`src/rtl/etapa_id_ex.sv`:
```
`default_nettype none
// ============================================================================
//  Module   : etapa_id_ex
//  Brief    : ID/EX pipeline stage. Decodes RV32I R/I-type ALU instructions
//             into a 2-bit ALU op, resolves operands (EX/MEM and MEM/WB
//             forwarding, register/immediate select, shift-amount masking)
//             and registers them behind a valid/ready handshake with flush.
//  Revision : 1.0 - initial release
// ============================================================================
module etapa_id_ex #(
    parameter int ANCHO  = 32,
    parameter bit FWD_EN = 1'b1
) (
    input  logic             clk,
    input  logic             rst_n,
    input  logic             in_valid,
    output logic             in_ready,
    input  logic [6:0]       opcode,
    input  logic [2:0]       funct3,
    input  logic             funct7_b5,
    input  logic [4:0]       rs1_addr,
    input  logic [4:0]       rs2_addr,
    input  logic [4:0]       rd_addr,
    input  logic [ANCHO-1:0] rs1_data,
    input  logic [ANCHO-1:0] rs2_data,
    input  logic [ANCHO-1:0] imm,
    input  logic             exmem_we,
    input  logic             memwb_we,
    input  logic [4:0]       exmem_rd,
    input  logic [4:0]       memwb_rd,
    input  logic [ANCHO-1:0] exmem_res,
    input  logic [ANCHO-1:0] memwb_res,
    input  logic             flush,
    output logic             out_valid,
    input  logic             out_ready,
    output logic [ANCHO-1:0] Operando_A,
    output logic [ANCHO-1:0] Operando_B,
    output logic [1:0]       Control,
    output logic [4:0]       rd_out,
    output logic             we_out,
    output logic             illegal
);

    localparam logic [6:0] C_OP_R    = 7'b0110011;
    localparam logic [6:0] C_OP_I    = 7'b0010011;
    localparam logic [1:0] C_ALU_ADD = 2'b00;
    localparam logic [1:0] C_ALU_SRA = 2'b01;
    localparam logic [1:0] C_ALU_AND = 2'b10;
    localparam logic [1:0] C_ALU_XOR = 2'b11;

    logic             r_valid;
    logic [ANCHO-1:0] r_op_a;
    logic [ANCHO-1:0] r_op_b;
    logic [1:0]       r_ctrl;
    logic [4:0]       r_rd;
    logic             r_we;
    logic             r_illegal;

    logic             w_is_r;
    logic             w_is_i;
    logic             w_legal;
    logic [1:0]       w_ctrl;
    logic [ANCHO-1:0] w_src_a;
    logic [ANCHO-1:0] w_src_b;
    logic [ANCHO-1:0] w_op_b_raw;
    logic [ANCHO-1:0] w_op_b;
    logic             w_capture;

    // Decode opcode/funct into the ALU op; unsupported combinations stay ADD and flag illegal.
    always_comb begin
        w_is_r  = (opcode == C_OP_R);
        w_is_i  = (opcode == C_OP_I);
        w_legal = 1'b0;
        w_ctrl  = C_ALU_ADD;
        if (w_is_r || w_is_i) begin
            case (funct3)
                3'b000: if (w_is_i || !funct7_b5) begin w_legal = 1'b1; w_ctrl = C_ALU_ADD; end
                3'b101: if (funct7_b5)            begin w_legal = 1'b1; w_ctrl = C_ALU_SRA; end
                3'b111: if (w_is_i || !funct7_b5) begin w_legal = 1'b1; w_ctrl = C_ALU_AND; end
                3'b100: if (w_is_i || !funct7_b5) begin w_legal = 1'b1; w_ctrl = C_ALU_XOR; end
                default: ;
            endcase
        end
    end

    // Source operand resolution; x0 always reads as zero, EX/MEM beats MEM/WB.
    generate
        if (FWD_EN) begin : g_fwd
            assign w_src_a = (rs1_addr == 5'd0)                        ? '0        :
                             (exmem_we && (exmem_rd == rs1_addr))      ? exmem_res :
                             (memwb_we && (memwb_rd == rs1_addr))      ? memwb_res :
                                                                         rs1_data;
            assign w_src_b = (rs2_addr == 5'd0)                        ? '0        :
                             (exmem_we && (exmem_rd == rs2_addr))      ? exmem_res :
                             (memwb_we && (memwb_rd == rs2_addr))      ? memwb_res :
                                                                         rs2_data;
        end else begin : g_no_fwd
            assign w_src_a = (rs1_addr == 5'd0) ? '0 : rs1_data;
            assign w_src_b = (rs2_addr == 5'd0) ? '0 : rs2_data;
        end
    endgenerate

    // Shift amounts are clipped to 5 bits so the ALU never sees more than 31.
    assign w_op_b_raw = w_is_i ? imm : w_src_b;
    assign w_op_b     = (w_legal && (w_ctrl == C_ALU_SRA))
                        ? {{(ANCHO-5){1'b0}}, w_op_b_raw[4:0]}
                        : w_op_b_raw;

    assign in_ready  = !r_valid || out_ready;
    assign w_capture = in_valid && in_ready && !flush;

    // Pipeline register: reset beats flush, flush beats capture, otherwise drain on accept.
    always_ff @(posedge clk) begin
        if (!rst_n) begin
            r_valid   <= 1'b0;
            r_op_a    <= '0;
            r_op_b    <= '0;
            r_ctrl    <= 2'b00;
            r_rd      <= 5'd0;
            r_we      <= 1'b0;
            r_illegal <= 1'b0;
        end else if (flush) begin
            r_valid   <= 1'b0;
            r_we      <= 1'b0;
            r_illegal <= 1'b0;
        end else if (w_capture) begin
            r_valid   <= 1'b1;
            r_op_a    <= w_src_a;
            r_op_b    <= w_op_b;
            r_ctrl    <= w_ctrl;
            r_rd      <= rd_addr;
            r_we      <= w_legal && (rd_addr != 5'd0);
            r_illegal <= !w_legal;
        end else if (out_ready) begin
            r_valid   <= 1'b0;
        end
    end

    assign out_valid  = r_valid;
    assign Operando_A = r_op_a;
    assign Operando_B = r_op_b;
    assign Control    = r_ctrl;
    assign rd_out     = r_rd;
    assign we_out     = r_we;
    assign illegal    = r_illegal;

endmodule
`default_nettype wire

```
`config.mk`:
```
export PLATFORM = sky130hd
export DESIGN_NAME = etapa_id_ex
export DESIGN_NICKNAME = d
export VERILOG_FILES = /design/src/rtl/etapa_id_ex.sv
export SDC_FILE = /design/constraint.sdc
export NUM_CORES = 1
export LEC_CHECK = 0
export CAP_MARGIN = 20
export CELL_PAD_IN_SITES_DETAIL_PLACEMENT = 2
export CELL_PAD_IN_SITES_GLOBAL_PLACEMENT = 2
export CORE_UTILIZATION = 20
export CTS_CLUSTER_DIAMETER = 30
export DETAILED_ROUTE_END_ITERATION = 8
export GPL_TIMING_DRIVEN = 0
export PLACE_DENSITY = 0.81
export RECOVER_POWER = 100
export SLEW_MARGIN = 0
export SYNTH_ARGS = -nofsm -noshare
export SYNTH_HDL_FRONTEND = slang
export SYNTH_SLANG_ARGS = --single-unit
```
`constraint.sdc`:
```
create_clock -name clk -period 2.7 [get_ports clk]
set_input_delay 0.81 -clock clk [delete_from_list [all_inputs] [get_ports clk]]
set_output_delay 0.81 -clock clk [all_outputs]
set_load 0.1 [all_outputs]
```
Word-level counts from Yosys, hierarchy flattened:

Index checks and enable logic that the tools add are counted.

* reductions and logical operators: 23
* multiplexer cells: 19
* bitwise logic cells: 2
* equality and inequality tests: 10

Operator list (count)
* $mux W32: 8
* $eq A5 B5 Y1: 4
* $logic_not A5 Y1: 2
* $eq A3 B3 Y1 const B: 3
* $logic_and A1 B1 Y1: 8
* $eq A7 B5 Y1 const B: 1
* $eq A7 B6 Y1 const B: 1
* $mux W1: 6
* $mux W2: 3
* $pmux W2 S3: 1
* $reduce_bool A5 Y1: 1
* $logic_not A1 Y1: 4
* $logic_not A3 Y1: 1
* $logic_or A1 B1 Y1: 3
* $reduce_or A3 Y1: 1
* $eq A2 B1 Y1 const B: 1
* $not A1 Y1: 2
* $pmux W1 S2: 1
* $reduce_and A2 Y1: 1
* $reduce_bool A2 Y1: 1
* $reduce_or A2 Y1: 1

* bits of input ports: 203
* output and inout port bits: 75
* bits in registers: 74

Logic depth before layout (Yosys ltp):

* depth in word-level cells: 8
* depth in mapped cells: 8
* gate-level depth less buffers: 5

Least setup slack after synthesis:

Ideal clock, no wire load.

* path type: in2reg
* from: in out_ready
* to: reg r_op_b[22], in the netlist Operando_B[22]
* buffers on the path: 2
* cell stages on the path: 7
* setup time: 70 ps
* path slack: 240 ps
* data arrival time: 2390 ps
* cell sequence: nand2b_1 buf_2 nand3b_2 a41oi_2 clkbuf_1 o21ai_0 a21oi_1

* longest elaborated chain between the ends: 4

Ends and longest elaborated chain
* start, declared: RTL line 35 `input logic out_ready,`
* $logic_or A1 B1 Y1: RTL line 109 `assign in_ready = !r_valid || out_ready;`
* net in_ready: RTL line 17 `output logic in_ready,`
* $logic_and A1 B1 Y1 (2 in a row): RTL line 110 `assign w_capture = in_valid && in_ready && !flush;`
* $reduce_and A2 Y1 (no line)
* end signal, assigned: RTL line 129 `r_op_b <= w_op_b;`
* end, declared: RTL line 53 `logic [ANCHO-1:0] r_op_b;`

The timed path passes the listed nets, and every way through them passes these cells.
A chain may end at the register's enable or synchronous reset.

Final worst setup path:

* from: reg r_op_a[13], in the netlist Operando_A[13]
* to: out Operando_A[13]

RTL lines
* start, declared: RTL line 52 `logic [ANCHO-1:0] r_op_a;`
* start signal, assigned: RTL line 128 `r_op_a <= w_src_a;`
* end, declared: RTL line 36 `output logic [ANCHO-1:0] Operando_A,`

No word-level cell between the ends.

==> key figures <==
Global route
  • Largest net degree at the start of global routing: 14
  • GR Overflow Total: 0
  • GRT Total Usage: 22.77%
  • Vias in the first global route: 6862
  • Antenna violations before repair: 2
  • First-pass GRT wire length: 41.48 mm

Route
  • Routed WL: 28.44 mm
  • Vias: 6230
  • Pre-antenna DRT Iters: 4
  • DRT iter0 DRCs: 101
  • Antenna-violating nets left: 0
  • Vias/cell: 4.937
  • WL/cell: 22.53 um
  • DRC viols: 0

Setup path
  • CP Buf/Inv Count: 1
  • CP arrival: 1860 ps
  • CP Cell Sequence: clkdlybuf4s50_1
  • Crit path depth: 1
  • Worst path max stage delay: 1190 ps
  • Critical path class: reg2out
  • Startpoint types: flip-flop
  • Worst EP required: 1890 ps
  • Crit. End Element: output port
  • Delay-heaviest family, CP: buffers and inverters
  • Slowest-stage cell, CP: clkdlybuf4s50_1
  • Crit Path Max Fanout: 2
  • Reg2reg path depth: 8

Placement
  • RePlAce Congestion: 0.8254
  • Port Buffers: 277
  • DP HPWL: 22.13 mm
  • Placed Area: 8013 um^2

Die
  • Io pins: 278
  • Die area: 24830 um^2
  • Die Wd: 157.6 um
  • Core region area: 23610 um^2
  • Site Rows: 56
  • Die Height: 157.6 um
  • Starting Density: 20.50%

Final layout
  • Proportion of layout cells with a drive suffix above 1: 9.014%
  • Area Growth Syn to Fin: 75.89%
  • Finished Cell Area: 8514 um^2
  • NumNets Final: 1141
  • Ant diodes: 0

STA
  • Measured slew at the worst slew-check pin: 1269 ps
  • Slew headroom: 15.75%
  • RSZ-0062 raised after global routing: true
  • Hold Vio Cnt, Final: 0
  • Setup violators final: 0
  • Clock Skew: 10.68 ps
  • Hold slack: 446.8 ps
  • Fin crit share: 98.72%
  • Period minus WS final: 2665 ps
  • Slew Viols, Final: 0
  • Fmax: 375.2 MHz

Pwr
  • Power per Cell Area: 442.5 nW/um^2
  • Leak Pwr: 0.003249 uW
  • Clock power share: 34.9%
  • Flop pwr share: 31.1%
  • Pint: 2412 uW
  • P_sw: 1356 uW
  • Combinational power share: 34.0%
  • Switching Share: 35.98%
  • Worst vdd ir: 0.0003460 V

Yosys
  • Yosys reg bits: 74
  • Post-Synthesis Cells: 644
  • Syn nets: 847
  • Unique masters post-synth: 37
  • Synth warn: 0
  • Syn Area/Cell: 7.517 um^2
  • Seq/Total Area, Yosys: 30.60%
  • Synthesized area: 4841 um^2

Worst hold path
  • Worst hold path class: reg2reg
  • Hold path cells: 2

Outcome
  • Status: finished, final reports clean

CTS
  • Clock transition at the registers of the reported paths: 70 ps
  • CTS buffer count: 9
  • CTS tree: yes
  • CTS Root Cell: clkbuf_16
  • Clk_lat worst skew: 340 ps
  • Clk sinks: 74
  • Max clock buf depth: 2
  • H-tree Lvls: 3

Flow run
  • MaxCap Viol Count: 0
-- per-layer routing --
metal | up-vias | global-route usage, % | share of wire [%]
met5 | - | 0 | 0.039
met4 | 2 | 5.224 | 1.5
met3 | 23 | 4.544 | 5.4
met2 | 183 | 41.93 | 51
met1 | 3042 | 26.88 | 42
li1 | 2980 | - | -
-- synth_stat cells (all sizes together) --
cell type | count | area, um^2
xnor2 | 8 | 70.07
nor2 | 11 | 41.29
nor4 | 4 | 61.31
buf | 13 | 61.31
a211oi | 32 | 240.2
or3 | 32 | 200.2
dfxtp | 74 | 1481
o311ai | 32 | 280.3
o211ai | 1 | 7.510
nand2b | 7 | 43.79
inv | 1 | 3.750
nand3 | 1 | 5.000
nor4bb | 1 | 10.01
o21ai | 93 | 465.4
nand3b | 1 | 11.26
nand2 | 49 | 183.9
o31ai | 5 | 37.54
a21oi | 65 | 325.3
a32oi | 1 | 8.760
a311oi | 1 | 8.760
a41oi | 1 | 16.27
nand4 | 2 | 12.51
and2 | 35 | 219.0
nor3 | 2 | 10.01
xor2 | 12 | 105.1
and3 | 65 | 406.6
a21boi | 38 | 285.3
or4 | 2 | 15.01
nand4b | 1 | 8.760
clkbuf | 50 | 187.7
a2111oi | 1 | 8.760
nor2b | 3 | 18.77
-- sequential cells by signal, indices dropped and copies added (netlist names) --
name,flops
Operando_B,32
Operando_A,32
we_out,1
Control,2
out_valid,1
rd_out,5
illegal,1
-- stage by stage --
stage / TNS, ps / util (%) / cells / total power, uW / setup WS, ps
2_1_floorplan: 0 / - / 644 / 1857 / 240.0
3_3_place_gp: -42860 / 33.93 / 1240 / 2439 / -897.3
3_5_place_dp: -47390 / 33.93 / 1240 / 2457 / -930.2
4_1_cts: 0 / 35.66 / 1261 / 3825 / 0.8598
5_1_grt: -26.55 / 36.06 / 1262 / 3920 / -18.78
6_report: 0 / 36.06 / 1262 / 3768 / 34.69
-- final cells by class --
type,instances,area (um^2)
multi-input cells,506,3201
flip-flops and latches,74,1481
fillers,2705,15100
plain buffers,61,291.5
inverters,1,3.754
clock buffers,11,252.7
clock inverters,5,60.06
well taps,319,399.1
repair buffers,285,2825
-- placed cells by master, fill, tap and decap left out, drive strengths merged, types with 32 or more instances in the layout --
cell,count
or3,32
a211oi,32
nand2,49
clkdlybuf4s50,262
clkbuf,65
o311ai,32
and2,35
a21oi,65
dfxtp,74
o21ai,93
and3,65
a21boi,38
-- path summary, 6_finish.rpt --
path                                     start        endpoint  slack, ps
worst max register to register       out_valid  Operando_B[28]        760
worst max-delay path            Operando_A[13]  Operando_A[13]         30
worst min-delay path             Operando_A[9]   Operando_A[9]        450
worst min register to register   Operando_A[9]   Operando_A[9]        450
-- power groups by stage --
stage / logic (uW) / clock network, uW / registers [uW]
5_1_grt: 1350 / 1390 / 1180
3_3_place_gp: 1240 / 0 / 1200
2_1_floorplan: 285 / 0 / 1570
3_5_place_dp: 1260 / 0 / 1200
4_1_cts: 1280 / 1370 / 1170
6_report: 1280 / 1310 / 1170
-- logic make-up after synthesis --
group | count (synthesis) | share of synthesized area [%]
AO/OA/AOI/OAI | 270 | 34.79
XOR/XNOR | 20 | 3.619
buffers and inverters | 64 | 5.221
flip-flops | 74 | 30.60
AND/OR/NAND/NOR | 216 | 25.77
-- timing repair --
| action | 4_1_cts | 5_1_grt |
|---|---|---|
| endpoints found under the hold margin | 0 | 0 |
| resized for setup | 30 | 65 |
| pin swaps | 3 | 5 |
| hold buffers | 0 | 0 |
| setup buffers | 7 | 1 |
| endpoints found under the setup margin | 67 | 76 |
No activity file was read; power rests on OpenSTA's default activity.
